### config.mk
export PLATFORM = sky130hd
export DESIGN_NAME = emul_acq_ctrl
export DESIGN_NICKNAME = d
export VERILOG_FILES = /design/src/rtl/emul_acq_pkg.sv /design/src/rtl/emul_acq_fifo.sv /design/src/rtl/emul_acq_ctrl.sv
export SDC_FILE = /design/constraint.sdc
export NUM_CORES = 1
export LEC_CHECK = 0
export ABC_AREA = 0
export CAP_MARGIN = 20
export CORE_MARGIN = 1.5
export CORE_UTILIZATION = 60
export CTS_CLUSTER_DIAMETER = 40
export DETAILED_ROUTE_END_ITERATION = 10
export DONT_BUFFER_PORTS = 1
export PLACE_DENSITY = 0.86
export SYNTH_ARGS = -nofsm -noshare
export SYNTH_HDL_FRONTEND = slang
export SYNTH_HIERARCHICAL = 1
export SYNTH_SLANG_ARGS = --single-unit
export TNS_END_PERCENT = 50
### constraint.sdc
create_clock -name i_clk -period 5.61 [get_ports i_clk]
set_clock_uncertainty 0.1 [all_clocks]
set_input_delay 0.2805 -clock i_clk [delete_from_list [all_inputs] [get_ports i_clk]]
set_output_delay 0.2805 -clock i_clk [all_outputs]
set_load 0.01 [all_outputs]
### src/rtl/emul_acq_pkg.sv
// Shared definitions for the emulator acquisition controller: FSM states and default sizes.
package emul_acq_pkg;

    localparam int DEFAULT_WIDTH      = 16;
    localparam int DEFAULT_FIFO_DEPTH = 8;

    typedef enum logic [1:0] {
        IDLE  = 2'd0,
        RUN   = 2'd1,
        DRAIN = 2'd2,
        DONE  = 2'd3
    } acqState_e;

endpackage

### src/rtl/emul_acq_fifo.sv
// Synchronous output FIFO with flush; a write into a full FIFO is accepted when a read
// happens on the same edge.
module emul_acq_fifo #(
    parameter int DWIDTH = 17,
    parameter int DEPTH  = 8
) (
    input  logic              i_clk,
    input  logic              i_rst_n,
    input  logic              i_flush,
    input  logic              i_wr_en,
    input  logic [DWIDTH-1:0] i_wr_data,
    input  logic              i_rd_en,
    output logic [DWIDTH-1:0] o_rd_data,
    output logic              o_full,
    output logic              o_empty
);

    localparam int            AW      = $clog2(DEPTH);
    localparam logic [AW:0]   PTR_ONE = {{AW{1'b0}}, 1'b1};

    logic [DWIDTH-1:0] r_mem [DEPTH];
    logic [AW:0]       r_wrPtr;
    logic [AW:0]       r_rdPtr;
    logic              w_doRead;
    logic              w_doWrite;

    // Pointers carry one extra wrap bit to tell full from empty.
    assign o_empty   = (r_wrPtr == r_rdPtr);
    assign o_full    = (r_wrPtr[AW] != r_rdPtr[AW]) && (r_wrPtr[AW-1:0] == r_rdPtr[AW-1:0]);
    assign w_doRead  = i_rd_en && !o_empty && !i_flush;
    assign w_doWrite = i_wr_en && !i_flush && (!o_full || w_doRead);
    assign o_rd_data = r_mem[r_rdPtr[AW-1:0]];

    always_ff @(posedge i_clk) begin
        if (w_doWrite) begin
            r_mem[r_wrPtr[AW-1:0]] <= i_wr_data;
        end
    end

    always_ff @(posedge i_clk or negedge i_rst_n) begin
        if (!i_rst_n) begin
            r_wrPtr <= '0;
            r_rdPtr <= '0;
        end else if (i_flush) begin
            r_wrPtr <= '0;
            r_rdPtr <= '0;
        end else begin
            if (w_doWrite) r_wrPtr <= r_wrPtr + PTR_ONE;
            if (w_doRead)  r_rdPtr <= r_rdPtr + PTR_ONE;
        end
    end

endmodule

### src/rtl/emul_acq_ctrl.sv
// Acquisition controller: drives an emulator, buffers its strobed samples into a stream.
// Optional EMUL_ACQ_HDR_EN prefixes each frame with a frame-counter header word.
module emul_acq_ctrl
    import emul_acq_pkg::*;
#(
    parameter int WIDTH      = DEFAULT_WIDTH,
    parameter int FIFO_DEPTH = DEFAULT_FIFO_DEPTH
) (
    input  logic             i_clk,
    input  logic             i_rst_n,
    input  logic             i_start,
    input  logic             i_stop,
    input  logic [WIDTH-1:0] i_frame_len,
    input  logic [WIDTH-1:0] i_period,
    input  logic [WIDTH-1:0] i_link,
    input  logic             i_strobe,
    output logic             o_emu_valid,
    output logic [WIDTH-1:0] o_emu_r,
    output logic [WIDTH-1:0] o_out_data,
    output logic             o_out_valid,
    input  logic             i_out_ready,
    output logic             o_out_last,
    output logic             o_busy,
    output logic             o_overflow,
    output logic             o_aborted
);

    acqState_e        r_state;
    acqState_e        w_nextState;
    logic [WIDTH-1:0] r_frameLen;
    logic [WIDTH-1:0] r_period;
    logic [WIDTH-1:0] r_count;
    logic             r_emuValid;
    logic             r_overflow;
    logic             r_aborted;

    logic             w_accept;
    logic             w_abort;
    logic             w_sample;
    logic [WIDTH-1:0] w_countInc;
    logic             w_isLast;
    logic             w_drop;
    logic             w_fifoWrEn;
    logic [WIDTH:0]   w_fifoWrData;
    logic [WIDTH:0]   w_fifoRdData;
    logic             w_fifoFull;
    logic             w_fifoEmpty;

    // Stop always beats a simultaneous start; a zero-length start is never accepted.
    assign w_accept   = (r_state == IDLE) && i_start && !i_stop && (i_frame_len != '0);
    assign w_abort    = i_stop && ((r_state == RUN) || (r_state == DRAIN));
    assign w_sample   = (r_state == RUN) && i_strobe && !i_stop;
    assign w_countInc = r_count + WIDTH'(1);
    assign w_isLast   = (w_countInc == r_frameLen);
    assign w_drop     = w_sample && w_fifoFull && !i_out_ready;

`ifdef EMUL_ACQ_HDR_EN
    logic [WIDTH-1:0] r_frameCnt;

    // Header goes in on the accepting edge, while the FIFO is known to be empty.
    assign w_fifoWrEn   = w_sample || w_accept;
    assign w_fifoWrData = w_accept ? {1'b0, r_frameCnt} : {w_isLast, i_link};

    always_ff @(posedge i_clk or negedge i_rst_n) begin
        if (!i_rst_n) begin
            r_frameCnt <= '0;
        end else if (r_state == DONE) begin
            r_frameCnt <= r_frameCnt + WIDTH'(1);
        end
    end
`else
    assign w_fifoWrEn   = w_sample;
    assign w_fifoWrData = {w_isLast, i_link};
`endif

    emul_acq_fifo #(
        .DWIDTH (WIDTH + 1),
        .DEPTH  (FIFO_DEPTH)
    ) u_fifo (
        .i_clk     (i_clk),
        .i_rst_n   (i_rst_n),
        .i_flush   (w_abort),
        .i_wr_en   (w_fifoWrEn),
        .i_wr_data (w_fifoWrData),
        .i_rd_en   (i_out_ready),
        .o_rd_data (w_fifoRdData),
        .o_full    (w_fifoFull),
        .o_empty   (w_fifoEmpty)
    );

    always_comb begin
        w_nextState = r_state;
        unique case (r_state)
            IDLE:    if (w_accept) w_nextState = RUN;
            RUN: begin
                if (w_abort)                   w_nextState = IDLE;
                else if (w_sample && w_isLast) w_nextState = DRAIN;
            end
            DRAIN: begin
                if (w_abort)          w_nextState = IDLE;
                else if (w_fifoEmpty) w_nextState = DONE;
            end
            DONE:    w_nextState = IDLE;
            default: w_nextState = IDLE;
        endcase
    end

    // A dropped sample still advances the count so the frame ends on time.
    always_ff @(posedge i_clk or negedge i_rst_n) begin
        if (!i_rst_n) begin
            r_state    <= IDLE;
            r_frameLen <= '0;
            r_period   <= '0;
            r_count    <= '0;
            r_emuValid <= 1'b0;
            r_overflow <= 1'b0;
            r_aborted  <= 1'b0;
        end else begin
            r_state    <= w_nextState;
            r_emuValid <= (w_nextState == RUN);
            r_aborted  <= w_abort;
            if (w_accept) begin
                r_frameLen <= i_frame_len;
                r_period   <= i_period;
                r_count    <= '0;
                r_overflow <= 1'b0;
            end else begin
                if (w_sample) r_count    <= w_countInc;
                if (w_drop)   r_overflow <= 1'b1;
            end
        end
    end

    assign o_emu_valid = r_emuValid;
    assign o_emu_r     = r_period;
    assign o_out_valid = !w_fifoEmpty;
    assign o_out_data  = w_fifoEmpty ? '0 : w_fifoRdData[WIDTH-1:0];
    assign o_out_last  = !w_fifoEmpty && w_fifoRdData[WIDTH];
    assign o_busy      = (r_state != IDLE);
    assign o_overflow  = r_overflow;
    assign o_aborted   = r_aborted;

endmodule

Word level (Yosys, flattened, before mapping)

Memory sizes are Yosys's and may differ from the RTL's.
Index checks and enable logic that the tools add are counted.

Flip-flop bits (word level): 61
RAM bits: 136
Input bits: 54
Output and inout bits: 38
Logic and storage cells: 67
Memories kept: 1

Memories:

| name         | words | bits a word | read ports | clocked after Yosys merged registers in | wr ports | line                | RTL |
|---|---|---|---|---|---|---|---|
| u_fifo.r_mem | 8     | 17          | 1          | 0                                       | 1        | emul_acq_fifo.sv:21 | `logic [DWIDTH-1:0] r_mem [DEPTH];` |

Add/sub/neg operators: 3
Equality and inequality tests: 8
Multiplexer cells: 17
Reduce and logical (&&, ||, !) cells: 29

Operator list:

| cell                  | number |
|---|---|
| $mux 16               | 3 |
| $add 16x1->16 const B | 1 |
| $eq 16x16->1          | 1 |
| $mux 4                | 4 |
| $reduce_bool 16->1    | 1 |
| $logic_and 1x1->1     | 15 |
| $mux 2                | 5 |
| $reduce_bool 2->1     | 5 |
| $add 4x1->4 const B   | 2 |
| $pmux 2 s4            | 1 |
| $logic_not 1->1       | 5 |
| $eq 2x1->1 const B    | 2 |
| $eq 2x2->1 const B    | 2 |
| $eq 4x4->1            | 1 |
| $mux 1                | 4 |
| $eq 3x3->1            | 1 |
| $logic_not 2->1       | 1 |
| $logic_or 1x1->1      | 2 |
| $ne 1x1->1            | 1 |

Logic depth before layout (Yosys ltp)

Word-level depth: 9
Depth in mapped cells: 9
Depth with buffers taken out: 9

Hierarchy

Netlist, hierarchy kept.

By module, submodules not included:

| module        | instances | cells each | area each (µm²) | seq. area each (µm²) |
|---|---|---|---|---|
| emul_acq_fifo | 1         | 273        | 5,708.0         | 4,284.1 |
| emul_acq_ctrl | 1         | 349        | 3,015.4         | 1,326.3 |

Worst setup path before layout

No wires, ideal clock.

Path kind: register to register
Start point: register r_state[0]
End point: memory u_fifo.r_mem[0][0], enable pin
Arrival time: 3.077 ns
Required time: 5.075 ns
Path slack: 1.998 ns
Stages on the path, launching flop included: 8
Path through: dfrtp_1 inv_1 ha_1 nand2_1 inv_1 clkbuf_1 or2_1 nor4_1

Cells in the longest elaborated chain, start to end: 9

RTL lines:

| what                                            | line                                     | RTL |
|---|---|---|
| start, declared                                 | emul_acq_ctrl.sv:28                      | `acqState_e r_state;` |
| start signal, assigned                          | emul_acq_ctrl.sv:119                     | `r_state <= w_nextState;` |
| $eq 2x1->1 / $eq 2x2->1 (equally long branches) | emul_acq_ctrl.sv:51                      | `assign w_abort = i_stop && ((r_state == RUN) \|\| (r_state == DRAIN));` |
| $logic_or 1x1->1 (*)                            | emul_acq_ctrl.sv:51                      |  |
| $logic_and 1x1->1 (*)                           | emul_acq_ctrl.sv:51                      |  |
| named net w_abort                               | emul_acq_ctrl.sv:38                      | `logic w_abort;` |
| $logic_not 1->1 (*)                             | emul_acq_fifo.sv:30, emul_acq_fifo.sv:31 |  |
| $logic_and 1x1->1                               | emul_acq_fifo.sv:30                      | `assign w_doRead = i_rd_en && !o_empty && !i_flush;` |
| $logic_or 1x1->1                                | emul_acq_fifo.sv:31                      | `assign w_doWrite = i_wr_en && !i_flush && (!o_full \|\| w_doRead);` |
| $logic_and 1x1->1 (*)                           | emul_acq_fifo.sv:31                      |  |
| $mux 1 (*)                                      | emul_acq_fifo.sv:35                      | `if (w_doWrite) begin` |
| $mux 1 (not written as such) (*)                | emul_acq_fifo.sv:36                      | `r_mem[r_wrPtr[AW-1:0]] <= i_wr_data;` |
| end, declared                                   | emul_acq_fifo.sv:21                      |  |

Mark *: on every way through the listed nets, which the timed path passes. The rest lies on a longest branch.

Worst setup path in the final report

Start point: register u_fifo.r_rdPtr[2]
End point: output o_out_data[10]

Cells in the longest elaborated chain, start to end: 2

RTL lines:

| what                   | line                 | RTL |
|---|---|---|
| start, declared        | emul_acq_fifo.sv:23  | `logic [AW:0] r_rdPtr;` |
| start signal, assigned | emul_acq_fifo.sv:49  | `if (w_doRead) r_rdPtr <= r_rdPtr + PTR_ONE;` |
| $eq 4x4->1             | emul_acq_fifo.sv:28  | `assign o_empty = (r_wrPtr == r_rdPtr);` |
| named net w_fifoEmpty  | emul_acq_ctrl.sv:47  | `logic w_fifoEmpty;` |
| $mux 16                | emul_acq_ctrl.sv:137 | `assign o_out_data = w_fifoEmpty ? '0 : w_fifoRdData[WIDTH-1:0];` |
| end, declared          | emul_acq_ctrl.sv:19  | `output logic [WIDTH-1:0] o_out_data,` |

The timed path passes the listed nets, and every way through them passes these cells.

==> impl_summary.log <==
INFO  metric run_status = completed
INFO  metric gr-total-overflow = 0
INFO  metric max_cap_viol_count = 0
INFO  metric grt_pass1_wl = 29.3 mm
INFO  metric ys_seq_area_share = 64.3%
INFO  metric place.port_buffers = 0
INFO  metric synth_area_leader_cell = edfxtp_1
INFO  metric final_antenna_net_count = 0
INFO  metric vias = 5,364
INFO  metric vias_in_the_first_global_route = 5,706
INFO  metric whs = 53.3 ps
INFO  metric fmax = 276 MHz
INFO  metric total_leakage_power = 3.74 nW
INFO  metric timing.final.ws_setup = 1990 ps
INFO  metric ff_latch_area = 5610 µm²
INFO  metric cts_buffers = 17
INFO  metric place_worst_setup_slack = 2090 ps
INFO  metric ir_drop = 0.300 mV
INFO  metric synth_top_area_share = 46.8%
INFO  metric design.die.area = 15,300 µm²
INFO  metric multiInputGateArea = 2960 µm²
INFO  metric synthesis.area_per_instance = 14.0 µm²
INFO  metric via_per_inst = 6.20
INFO  metric gp_congestion = 0.918
INFO  metric async_reset_ff_share = 31.0%
INFO  metric area_delta_synth_final = 15.3%
INFO  metric ys_top_cells_by_area = edfxtp_1 47%, dfrtp_1 17%, mux4_2 8.8%, nand2_1 5.0%, mux2_2 2.3%
INFO  metric crit_fanout = 21
INFO  metric worstHoldPathType = in -> reg
INFO  metric worstMarginPinSlew = 1050 ps
INFO  metric slew_viol_final = 0
INFO  metric grt_start_max_net_pins = 62
INFO  metric finalWirelength = 18.5 mm
INFO  metric yosys-top-cells-count = 136 x edfxtp_1, 116 x nand2_1, 61 x dfrtp_1
INFO  metric n_fill_cell = 826
INFO  metric design.portCount = 92
INFO  metric synth.cell_area = 8720 µm²
INFO  metric worst_ep_arrival_time = 3240 ps
INFO  metric syn_inst = 622
INFO  metric number_of_non_filler_instances_in_the_completed_layout = 865
INFO  metric core_region_area = 14,000 µm²
INFO  metric synth_warnings = 6
INFO  metric dominantRegCellSynth = edfxtp_1
INFO  metric finish.instance_area = 10,100 µm²
INFO  metric clockRootBuffer = clkbuf_16
INFO  metric worst-setup-path-type = reg -> out
INFO  metric effective_utilization_at_floorplan = 62.1%
INFO  metric wl_per_cell = 21.4 µm
INFO  metric timing.critical_path.from_type = register
INFO  metric layout_worst_path_cycle_share = 64.6%
INFO  metric number_of_sinks_on_the_clock_net = 197
INFO  metric drt-pass1-iter-count = 5
INFO  metric finalHoldViolCount = 0
INFO  metric mappedNetlistNets = 683
INFO  metric cp_data_required_time = 5230 ps
INFO  metric synth-edff-count = 136
INFO  metric unique_cell_type_count_in_the_yosys_netlist = 59
INFO  metric cts_tree = built
INFO  metric grt_setup_unrepaired = no
INFO  metric antenna-diode-count = 0
INFO  metric post_cts_resized = 0
INFO  metric max_slew_margin_vs_limit = 30.2%
INFO  metric setup_total_negative_slack = 0 ps
INFO  metric drt_iter0_markers = 519
INFO  metric layout_min_cycle_time = 3620 ps
INFO  metric cts.clk_slew.worst_paths = 70 ps
INFO  metric timing.final.setup_violations = 0
INFO  metric layout-drive-gt1-share = 17.4%
INFO  metric final_net_count = 733
INFO  metric antenna_found_initial = 0
INFO  metric synthMostInstantiatedCell = edfxtp_1
INFO  metric track_usage = 26.3%
INFO  metric drcViolationCount = 0
INFO  metric postSynthRegisterBits = 197
INFO  metric critical_path.endpoint_type = primary output
INFO  metric post_dp_cell_area = 8920 µm²
INFO  metric rows = 43
INFO  metric ctsLongestPathBuffers = 2
INFO  metric cellPowerDensity = 444 nW/µm²
INFO  metric ctsHtreeMaxLevel = 4
INFO  metric die_y = 124 µm
INFO  metric place.detailed.hpwl = 10.9 mm
INFO  metric fp.dieW = 124 µm
INFO  metric insertion_delay = 430 ps
INFO  metric placed_cells = 781
-- layout by cell type, fill, tap and decap left out, drive strengths merged, types with 7 or more instances in the layout --
master and count:
nor2b 19, nand4 9, nand3 9, a21oi 9, nor3 9, dlygate4sd3 51
dfrtp 61, mux2 18, mux4 34, buf 13, edfxtp 136, inv 16
nor2 34, clkbuf 18, o21ai 9, nor4 12, xor2 20, ha 7
nand2 116, xnor2 20
-- critical path: stages, from the launching register on --
cell and delay [ps]:
dfrtp_1 1000, xor2_1 290, or3_1 480, nor2_2 810, nor2b_1 240
-- through the flow --
stage | util (%) | total power [W]
3_3_place_gp | 63.6 | 0.00311
3_5_place_dp | 63.6 | 0.00318
4_1_cts | 71.6 | 0.00445
2_1_floorplan | - | 0.00292
6_report | 71.6 | 0.00446
5_1_grt | 71.6 | 0.00468
-- cell type report --
class	instances	share of cell area [%]
clock inverters	14	1.67
repair buffers	64	6.24
well taps	180	2.24
inverters	11	0.410
flip-flops and latches	197	55.8
multi-input cells	381	29.4
clock buffers	18	4.27
-- registers in the layout, indices dropped and copies added, names as in the netlist --
name            cells
r_state             2
o_emu_valid         1
o_aborted           1
u_fifo/r_rdPtr      4
r_frameLen         16
o_overflow          1
o_emu_r            16
r_count            16
u_fifo/r_wrPtr      4
u_fifo/r_mem      136
-- power by group --
part           internal, W  switching [W]  total (W)
Clock             0.000672       0.000554    0.00123
Sequential         0.00173       0.000211    0.00194
Combinational     0.000548       0.000748    0.00130
-- metal layers --
metal	vias to the layer above	share of wire (%)	GRT usage, %
li1	2381	-	-
met1	2671	39	32.8
met2	278	51	44.5
met3	34	7.5	6.36
met4	0	2.0	10.5
met5	-	0	0
-- kinds of logic after synthesis --
logic type | count (synthesis) | synth area share (%)
muxes | 55 | 11.4
buffers and inverters | 44 | 2.31
AOI/OAI and AO/OA | 39 | 3.53
and+or+nand+nor | 240 | 13.4
xor gates and xnor gates | 40 | 4.02
adders and majority gates | 7 | 1.00
DFF | 197 | 64.3
-- path summary, 6_finish.rpt --
| check | from | endpoint | slack, ps | cells past startpoint |
|---|---|---|---|---|
| setup / recovery | u_fifo/r_rdPtr[2]$_DFFE_PN0P_ | o_out_data[10] | 1990 | 4 |
| hold / removal | i_out_ready | u_fifo/r_rdPtr[0]$_DFFE_PN0P_ | 50 | 3 |
| setup reg to reg | u_fifo/r_rdPtr[2]$_DFFE_PN0P_ | o_emu_valid$_DFF_PN0_ | 2030 | 8 |
| hold reg to reg | r_frameLen[4]$_DFFE_PN0P_ | r_frameLen[4]$_DFFE_PN0P_ | 420 | 2 |
| max in group asynchronous | i_rst_n | u_fifo/r_rdPtr[0]$_DFFE_PN0P_ | 4840 | 2 |
| min in group asynchronous | i_rst_n | r_frameLen[13]$_DFFE_PN0P_ | 290 | 2 |
-- repair_timing --
item,in CTS,in global routing
endpoints found under the hold margin,223,0
endpoints found under the setup margin,0,0
buffers inserted,0,0
hold buffers,52,0
Note: power is estimated with default switching activity, not from simulation.
